### config.mk
export PLATFORM = sky130hd
export DESIGN_NAME = psr_write_sequencer
export DESIGN_NICKNAME = d
export VERILOG_FILES = /design/src/rtl/psr_write_sequencer.sv
export SDC_FILE = /design/constraint.sdc
export NUM_CORES = 1
export LEC_CHECK = 0
export ABC_AREA = 1
export CAP_MARGIN = 30
export CORE_MARGIN = 2
export CORE_UTILIZATION = 40
export DETAILED_ROUTE_END_ITERATION = 8
export MAX_ROUTING_LAYER = met4
export PLACE_DENSITY = 0.78
export SYNTH_ARGS = -nofsm -noshare
export SYNTH_HDL_FRONTEND = slang
export SYNTH_SLANG_ARGS = --single-unit
### constraint.sdc
create_clock -name fclk -period 1.4 [get_ports fclk]
set_input_delay 0.21 -clock fclk [delete_from_list [all_inputs] [get_ports fclk]]
set_output_delay 0.21 -clock fclk [all_outputs]
set_load 0.01 [all_outputs]
### src/rtl/psr_write_sequencer.sv
// psr_write_sequencer: owns the 65C02 status register P and arbitrates all
// writes into it (PLP load, single-bit flag ops, ALU flags, interrupt entry,
// SO pin). Interrupt entry pushes P to the stack unit, then sets I / clears D.
// Optional feature macro: PSR_SO_PIN_EN (SO pin synchroniser and edge detect).
//
// state | meaning
// IDLE  | grants one requester per cycle by fixed priority
// PUSH  | presenting captured P image to the stack unit, waiting for ready
// SETI  | set I, clear D, apply any pended SO edge, pulse int_ack
module psr_write_sequencer (
  input  logic       fclk,
  input  logic       reset,
  input  logic [7:0] db_in,
  input  logic       plp_req,
  output logic       plp_ack,
  input  logic       alu_req,
  output logic       alu_ack,
  input  logic [3:0] alu_mask,
  input  logic       alu_n,
  input  logic       alu_v,
  input  logic       alu_z,
  input  logic       alu_c,
  input  logic       flag_req,
  output logic       flag_ack,
  input  logic [2:0] flag_sel,
  input  logic       flag_val,
  input  logic       int_req,
  output logic       int_ack,
  input  logic       int_brk,
  output logic       push_valid,
  input  logic       push_ready,
  output logic [7:0] push_data,
  input  logic       sob_n,
  output logic [7:0] p_out,
  output logic       c_carry,
  output logic       d_decimal,
  output logic       i_mask
);

  localparam logic [1:0] IDLE = 2'd0;
  localparam logic [1:0] PUSH = 2'd1;
  localparam logic [1:0] SETI = 2'd2;

  logic [1:0] state_q, state_d;
  logic       n_q, v_q, d_q, i_q, z_q, c_q;
  logic       n_d, v_d, d_d, i_d, z_d, c_d;
  logic       plp_ack_q, alu_ack_q, flag_ack_q, int_ack_q;
  logic       plp_ack_d, alu_ack_d, flag_ack_d, int_ack_d;
  logic [7:0] push_data_q, push_data_d;
  logic       so_edge;

  // A requester whose ack is currently high is still holding req; mask it.
  logic int_go, plp_go, flag_go, alu_go;
  assign int_go  = int_req  & ~int_ack_q;
  assign plp_go  = plp_req  & ~plp_ack_q;
  assign flag_go = flag_req & ~flag_ack_q;
  assign alu_go  = alu_req  & ~alu_ack_q;

`ifdef PSR_SO_PIN_EN
  logic sob_meta_q, sob_sync_q, sob_prev_q;
  logic so_pend_q, so_pend_d;

  // Two-flop synchroniser plus previous-value register for fall detection.
  always_ff @(posedge fclk) begin
    if (reset) begin
      sob_meta_q <= 1'b1;
      sob_sync_q <= 1'b1;
      sob_prev_q <= 1'b1;
      so_pend_q  <= 1'b0;
    end else begin
      sob_meta_q <= sob_n;
      sob_sync_q <= sob_meta_q;
      sob_prev_q <= sob_sync_q;
      so_pend_q  <= so_pend_d;
    end
  end

  assign so_edge = sob_prev_q & ~sob_sync_q;
`else
  logic unused_sob;
  assign unused_sob = sob_n;
  assign so_edge    = 1'b0;
`endif

  // Next-state: FSM, prioritised P write port and SO forcing of V.
  always_comb begin
    state_d     = state_q;
    n_d         = n_q;
    v_d         = v_q;
    d_d         = d_q;
    i_d         = i_q;
    z_d         = z_q;
    c_d         = c_q;
    plp_ack_d   = 1'b0;
    alu_ack_d   = 1'b0;
    flag_ack_d  = 1'b0;
    int_ack_d   = 1'b0;
    push_data_d = push_data_q;
`ifdef PSR_SO_PIN_EN
    so_pend_d   = so_pend_q;
`endif
    case (state_q)
      IDLE: begin
        if (int_go) begin
          state_d     = PUSH;
          push_data_d = {n_q, v_q, 1'b1, int_brk, d_q, i_q, z_q, c_q};
        end else if (plp_go) begin
          n_d       = db_in[7];
          v_d       = db_in[6];
          d_d       = db_in[3];
          i_d       = db_in[2];
          z_d       = db_in[1];
          c_d       = db_in[0];
          plp_ack_d = 1'b1;
        end else if (flag_go) begin
          case (flag_sel)
            3'd0:    c_d = flag_val;
            3'd1:    z_d = flag_val;
            3'd2:    i_d = flag_val;
            3'd3:    d_d = flag_val;
            3'd6:    v_d = flag_val;
            3'd7:    n_d = flag_val;
            default: ;
          endcase
          flag_ack_d = 1'b1;
        end else if (alu_go) begin
          if (alu_mask[3]) n_d = alu_n;
          if (alu_mask[2]) v_d = alu_v;
          if (alu_mask[1]) z_d = alu_z;
          if (alu_mask[0]) c_d = alu_c;
          alu_ack_d = 1'b1;
        end
      end
      PUSH: begin
        if (push_ready) state_d = SETI;
      end
      SETI: begin
        i_d       = 1'b1;
        d_d       = 1'b0;
        int_ack_d = 1'b1;
        state_d   = IDLE;
      end
      default: state_d = IDLE;
    endcase
    // SO edge wins over any same-cycle V write; held back while pushing.
`ifdef PSR_SO_PIN_EN
    if (so_edge) begin
      if (state_q == PUSH) so_pend_d = 1'b1;
      else                 v_d = 1'b1;
    end
    if (state_q == SETI && so_pend_q) begin
      v_d       = 1'b1;
      so_pend_d = 1'b0;
    end
`else
    if (so_edge) v_d = 1'b1;
`endif
  end

  // State registers with synchronous reset to P = 8'h34.
  always_ff @(posedge fclk) begin
    if (reset) begin
      state_q     <= IDLE;
      n_q         <= 1'b0;
      v_q         <= 1'b0;
      d_q         <= 1'b0;
      i_q         <= 1'b1;
      z_q         <= 1'b0;
      c_q         <= 1'b0;
      plp_ack_q   <= 1'b0;
      alu_ack_q   <= 1'b0;
      flag_ack_q  <= 1'b0;
      int_ack_q   <= 1'b0;
      push_data_q <= 8'h34;
    end else begin
      state_q     <= state_d;
      n_q         <= n_d;
      v_q         <= v_d;
      d_q         <= d_d;
      i_q         <= i_d;
      z_q         <= z_d;
      c_q         <= c_d;
      plp_ack_q   <= plp_ack_d;
      alu_ack_q   <= alu_ack_d;
      flag_ack_q  <= flag_ack_d;
      int_ack_q   <= int_ack_d;
      push_data_q <= push_data_d;
    end
  end

  assign plp_ack    = plp_ack_q;
  assign alu_ack    = alu_ack_q;
  assign flag_ack   = flag_ack_q;
  assign int_ack    = int_ack_q;
  assign push_valid = (state_q == PUSH);
  assign push_data  = push_data_q;
  assign p_out      = {n_q, v_q, 2'b11, d_q, i_q, z_q, c_q};
  assign c_carry    = c_q;
  assign d_decimal  = d_q;
  assign i_mask     = i_q;

endmodule

==> results of run 1 <==
path summary, 6_finish.rpt:
| path | from | endpoint | slack [ns] | depth (start not counted) |
|---|---|---|---|---|
| worst max-delay path | state_q[1] | push_valid | 0.09 | 2 |
| worst min-delay path | push_ready | state_q[1] | 0.46 | 3 |
| worst max register to register | state_q[0] | d_decimal | 0.16 | 9 |
| worst min register to register | state_q[0] | state_q[1] | 0.47 | 2 |
critical path, delay by kind of cell (launching register included):
| family | cells | cell delay, ns |
|---|---|---|
| flip-flops | 1 | 0.43 |
| AND/OR/NAND/NOR | 1 | 0.09 |
| buffers and inverters | 1 | 0.28 |
metrics by stage:
step	hold slack, ns	setup TNS (ns)	std cells
after floorplan	0.279	0	169
after global placement	0.445	-0.406	242
after detailed placement	0.456	-0.519	242
after CTS	0.450	0	246
after global routing	0.471	0	246
final	0.458	0	246
synthesized netlist by cell type, drive strengths merged:
master / instances
nand2: 45
nor2: 35
nand3: 25
inv: 20
dfxtp: 19
buf: 9
o21ai: 5
a21oi: 3
nor3: 2
clkbuf: 1
conb: 1
nand4: 1
nor4: 1
metal layers:
layer,part of all wire (%),track usage (%)
met1,46,20.4
met5,0,-
met3,6.2,2.07
met2,47,28.9
met4,0.75,4.08
power by group through the flow:
stage | sequential [uW] | clock, uW | combinational (uW)
final | 609 | 278 | 425
after global routing | 617 | 310 | 472
after CTS | 611 | 287 | 434
after detailed placement | 624 | 0 | 453
after global placement | 622 | 0 | 448
after floorplan | 638 | 0 | 239
cell families after synthesis:
| group | count (synthesis) | share of synthesized area, % |
|---|---|---|
| other | 1 | 0.341 |
| and+or+nand+nor | 109 | 46.7 |
| DFF | 19 | 34.6 |
| buffers and inverters | 30 | 14.7 |
| AOI/OAI and AO/OA | 8 | 3.64 |
repair_timing:
item,4_1_cts,5_1_grt
hold endpoints to repair,0,0
setup endpoints to repair,12,9
gates resized for setup,14,9
final cells by class:
class | count | area [um^2]
multi-input cells | 120 | 564
flip-flops and latches | 19 | 383
inverters | 20 | 80.1
clock buffers | 4 | 26.3
well taps | 31 | 38.8
fillers | 257 | 1070
repair buffers | 52 | 526
==> load_flow_metrics.sql, run 1 <==
INSERT INTO impl_metrics (metric_group, metric, value, unit) VALUES
('status', 'run_status', 'completed', ''),
('critical_path', 'critical_path_peak_fanout', '4', ''),
('route', 'wl_per_cell', '9.70', 'um'),
('route', 'routed-via-count', '1145', ''),
('die', 'die_h', '56.4', 'um'),
('clocking', 'clk_pin_slew_worst_paths', '0.10', 'ns'),
('power', 'p_sw_share', '30.8', '%'),
('synth', 'post_synth_main_area_contributors', 'sky130_fd_sc_hd__dfxtp_1, sky130_fd_sc_hd__nand2_1, sky130_fd_sc_hd__nand3_1', ''),
('power', 'irDropWorstVdd', '0.594', 'mV'),
('placement', 'port_buffers', '46', ''),
('synth', 'netlist.area_leader.share', '34.6', '%'),
('route', 'drt_drc_violations_left', '0', ''),
('clocking', 'clkSinkCount', '19', ''),
('critical_path', 'start_kind', 'register', ''),
('critical_path', 'worst-endpoint-required', '1.19', 'ns'),
('sta', 'finalSetupViolCount', '0', ''),
('synth', 'synthesis.area', '0.00110', 'mm^2'),
('finish', 'antennaDiodeCount', '0', ''),
('route', 'viasPerCell', '4.65', ''),
('synth', 'synth_cells', '167', ''),
('critical_path', 'critPathArrivalTime', '1.10', 'ns'),
('sta', 'fin_crit_sh', '93.2', '%'),
('die', 'die_outline_area', '0.00318', 'mm^2'),
('synth', 'yosysTopAreaCell', 'sky130_fd_sc_hd__dfxtp_1', ''),
('placement', 'placed_area', '0.00158', 'mm^2'),
('synth', 'post_synth_num_cell_types', '22', ''),
('grt', 'number_of_antenna_violations_at_the_first_check_in_global_routing', '0', ''),
('power', 'power-per-cell-area', '811', 'mW/mm^2'),
('clocking', 'cts-root-to-sink-buffers', '2', ''),
('critical_path', 'timing.critical_path.to_type', 'output port', ''),
('grt', 'grt_pass1_vias', '1035', ''),
('sta', 'rsz0062_at_grt', 'no', ''),
('die', 'initial_utilization', '40.9', '%'),
('finish', 'largest_reg_flops', '7', ''),
('placement', 'preCtsSetupSlack', '-0.105', 'ns'),
('synth', 'yosys_register_bits', '19', ''),
('grt', 'grt_pass1_wl', '4.19', 'mm'),
('clocking', 'cts_hold_buffers', '0', ''),
('synth', 'yosys_warns', '0', ''),
('grt', 'gr-total-overflow', '0', ''),
('clocking', 'cts_tree', 'built', ''),
('finish', 'drive_gt1_share', '12.6', '%'),
('finish', 'final_design_instance_area_without_fill', '0.00162', 'mm^2'),
('power', 'p_leak', '0.000894', 'uW'),
('power', 'clock_power_share', '21.2', '%'),
('route', 'detail_route.iter0.violations', '29', ''),
('critical_path', 'crit_slowest_cell', 'sky130_fd_sc_hd__dfxtp_1', ''),
('finish', 'area_growth', '47.3', '%'),
('sta', 'setup_ws', '0.0948', 'ns'),
('grt', 'largest_net_degree_at_the_start_of_global_routing', '14', ''),
('route', 'drt_pre_antenna_iters', '4', ''),
('clocking', 'cts_post_setup_buffers_inserted', '0', ''),
('critical_path', 'worstSetupPathType', 'reg2out', ''),
('power', 'power_frac_seq', '46.4', '%'),
('clocking', 'cts_inserted_buffers', '3', ''),
('sta', 'period_needed', '1.31', 'ns'),
('sta', 'report.final.hold_viol_count', '0', ''),
('power', 'total_power', '1310', 'uW'),
('synth', 'yosysSeqAreaShare', '34.6', '%'),
('die', 'fp.dieW', '56.4', 'um'),
('power', 'power_report.internal_total', '908', 'uW'),
('placement', 'gp_congestion', '0.809', ''),
('clocking', 'clock_tree.root_cell', 'sky130_fd_sc_hd__clkbuf_4', ''),
('finish', 'final_util', '60.2', '%'),
('placement', 'place.detailed.hpwl', '1.92', 'mm'),
('die', 'core_area', '0.00269', 'mm^2'),
('die', 'io_pins', '53', ''),
('route', 'ant_nets', '0', ''),
('clocking', 'worst_skew_late_latency', '0.30', 'ns'),
('sta', 'skew', '0.00851', 'ns'),
('grt', 'global_route.usage.total', '16.6', '%');
Power figures use the tool's default switching activity.
==> inputs of run 2 (changes only) <==
--- a/config.mk
+++ b/config.mk
@@ -7,11 +7,11 @@
 export LEC_CHECK = 0
 export ABC_AREA = 1
 export CAP_MARGIN = 30
-export CORE_MARGIN = 2
 export CORE_UTILIZATION = 40
 export DETAILED_ROUTE_END_ITERATION = 8
 export MAX_ROUTING_LAYER = met4
 export PLACE_DENSITY = 0.78
+export SKIP_CTS_REPAIR_TIMING = 1
 export SYNTH_ARGS = -nofsm -noshare
 export SYNTH_HDL_FRONTEND = slang
 export SYNTH_SLANG_ARGS = --single-unit
==> run 2 against run 1 <==
Against the previous run: clock skew shrank 0.0028 ns; largest cell class is now non-clock buffers; critical path type is now reg2reg; worst hold slack lost 0.014 ns; critical endpoint is now push_data[7]; wire length grew 16%; non-clock buffer count grew 1.
==> load_flow_metrics.sql, run 2 (same netlist as run 1, synthesis figures left out) <==
INSERT INTO impl_metrics (metric_group, metric, value, unit) VALUES
('status', 'run_status', 'completed', ''),
('route', 'drt_pre_antenna_iters', '4', ''),
('clocking', 'cts_tree', 'built', ''),
('clocking', 'clock_tree.root_cell', 'sky130_fd_sc_hd__clkbuf_4', ''),
('placement', 'port_buffers', '46', ''),
('min_path', 'hold_depth', '3', ''),
('finish', 'drive_gt1_share', '13.9', '%'),
('min_path', 'worst_hold_path_type', 'in2reg', ''),
('critical_path', 'worst-endpoint-required', '1.60', 'ns'),
('die', 'die_h', '54.4', 'um'),
('flow_run', 'maxCapViolCount', '0', ''),
('sta', 'finalSetupViolCount', '0', ''),
('sta', 'fin_crit_sh', '91.1', '%'),
('placement', 'place.detailed.hpwl', '2.18', 'mm'),
('clocking', 'clk_pin_slew_worst_paths', '0.11', 'ns'),
('critical_path', 'crit_slowest_cell', 'sky130_fd_sc_hd__dfxtp_1', ''),
('route', 'routed-via-count', '1187', ''),
('grt', 'global_route.usage.total', '21.2', '%'),
('grt', 'grt_pass1_wl', '4.31', 'mm'),
('sta', 'max_clock_freq', '784', 'MHz'),
('finish', 'layout.cells.most_common', 'sky130_fd_sc_hd__nand2_1', ''),
('grt', 'grt-busiest-layer', 'met2', ''),
('power', 'irDropWorstVdd', '0.586', 'mV'),
('die', 'io_pins', '53', ''),
('finish', 'area_growth', '51.0', '%'),
('grt', 'number_of_antenna_violations_at_the_first_check_in_global_routing', '0', ''),
('finish', 'mostFrequentLayoutCells', 'sky130_fd_sc_hd__nand2_1, sky130_fd_sc_hd__nor2_1, sky130_fd_sc_hd__clkdlybuf4s50_1, sky130_fd_sc_hd__nand3_1, sky130_fd_sc_hd__dlymetal6s2s_1', ''),
('die', 'initial_utilization', '43.2', '%'),
('critical_path', 'path_cells', 'buf_4 > nor2_4 > nand3_4 > buf_4 > o21ai_0 > nor2_1', ''),
('route', 'wl_per_cell', '11.2', 'um'),
('critical_path', 'worstSetupPathType', 'reg2reg', ''),
('clocking', 'clkSinkCount', '19', ''),
('critical_path', 'critical_path_peak_fanout', '6', ''),
('die', 'fp.dieW', '54.4', 'um'),
('clocking', 'worst_skew_late_latency', '0.30', 'ns'),
('finish', 'final_design_instance_area_without_fill', '0.00166', 'mm^2'),
('route', 'detail_route.iter0.violations', '29', ''),
('grt', 'gr-total-overflow', '0', ''),
('die', 'die_outline_area', '0.00296', 'mm^2'),
('grt', 'grt.met1_usage', '23.2', '%'),
('power', 'p_leak', '0.00103', 'uW'),
('die', 'core_area', '0.00254', 'mm^2'),
('sta', 'timing.setup.tns', '0', 'ns'),
('sta', 'skew', '0.00569', 'ns'),
('critical_path', 'start_kind', 'register', ''),
('clocking', 'cts_inserted_buffers', '3', ''),
('critical_path', 'crit_path_frequent_cell', 'sky130_fd_sc_hd__buf_4', ''),
('finish', 'antennaDiodeCount', '0', ''),
('finish', 'largest_reg_flops', '7', ''),
('grt', 'largest_net_degree_at_the_start_of_global_routing', '14', ''),
('critical_path', 'timing.critical_path.to_type', 'register', ''),
('placement', 'gp_congestion', '0.949', ''),
('grt', 'grt_use_met2', '37.6', '%'),
('critical_path', 'cpPeakStageDelay', '0.33', 'ns'),
('finish', 'post_layout_net_count', '246', ''),
('grt', 'use_met3', '3.33', '%'),
('sta', 'report.final.hold_viol_count', '0', ''),
('power', 'total_power', '1340', 'uW'),
('critical_path', 'reg2regPathDepth', '6', ''),
('power', 'power-per-cell-area', '810', 'mW/mm^2'),
('placement', 'placed_area', '0.00156', 'mm^2'),
('sta', 'period_needed', '1.28', 'ns'),
('route', 'ant_nets', '0', ''),
('route', 'viasPerCell', '4.83', ''),
('route', 'drt_drc_violations_left', '0', ''),
('clocking', 'cts-root-to-sink-buffers', '2', ''),
('critical_path', 'critPathArrivalTime', '1.48', 'ns'),
('route', 'route.final.wire_length', '2.76', 'mm'),
('grt', 'grt_pass1_vias', '1047', ''),
('die', 'placementRows', '18', ''),
('sta', 'slew_viol_final', '0', ''),
('clocking', 'clock_tree.htree_level_count', '1', '');
[run 2: cell count changes in the layout (fill, tap and decap cells not counted), sizes merged]
| cell | previous run | this run |
|---|---|---|
| clkinv | 0 | 1 |
| dlygate4sd2 | 12 | 0 |
| buf | 6 | 7 |
| dlymetal6s2s | 9 | 21 |
| clkbuf | 4 | 3 |
[run 2: critical path, delay by kind of cell, from the launching register on]
family                 cells  cell delay, ns
AO/OA/AOI/OAI              1            0.14
buffers and inverters      2            0.33
flip-flops                 1            0.33
AND/OR/NAND/NOR            3            0.38
[run 2: final cells by class]
cell class | count | area (um^2)
Multi-Input combinational cell | 120 | 564
Clock inverter | 1 | 5.00
Fill cell | 230 | 886
Tap cell | 30 | 37.5
Sequential cell | 19 | 384
Inverter | 20 | 80.1
Clock buffer | 3 | 22.5
Timing Repair Buffer | 53 | 566
[run 2: path summary, 6_finish.rpt]
kind	from	endpoint	slack [ns]
max	state_q[0]	push_data[7]	0.12
min	push_ready	state_q[1]	0.44
max reg2reg	state_q[0]	push_data[7]	0.12
min reg2reg	state_q[0]	state_q[1]	0.48
[run 2: per-layer routing]
layer,vias to the layer above,routed length (um)
met5,-,0
li1,610,-
met4,0,48
met1,523,1150
met2,48,1400
met3,6,167
[run 2: power by group]
part | leakage [uW] | switching [uW] | total [uW] | internal [uW]
Clock | 0.0000177 | 176 | 282 | 107
Combinational | 0.000851 | 224 | 449 | 225
Sequential | 0.000157 | 26.8 | 612 | 585
Total | 0.00103 | 427 | 1340 | 917
[run 2: metrics by stage]
step / utilization, % / setup slack, ns / hold WS (ns) / instances
detailed placement: 61.3 / -0.140 / 0.457 / 240
global route: 65.2 / -0.000251 / 0.440 / 246
finish: 65.2 / 0.125 / 0.444 / 246
floorplan: - / 0.259 / 0.279 / 169
global placement: 61.3 / -0.0773 / 0.445 / 240
CTS: 62.4 / -0.209 / 0.436 / 244
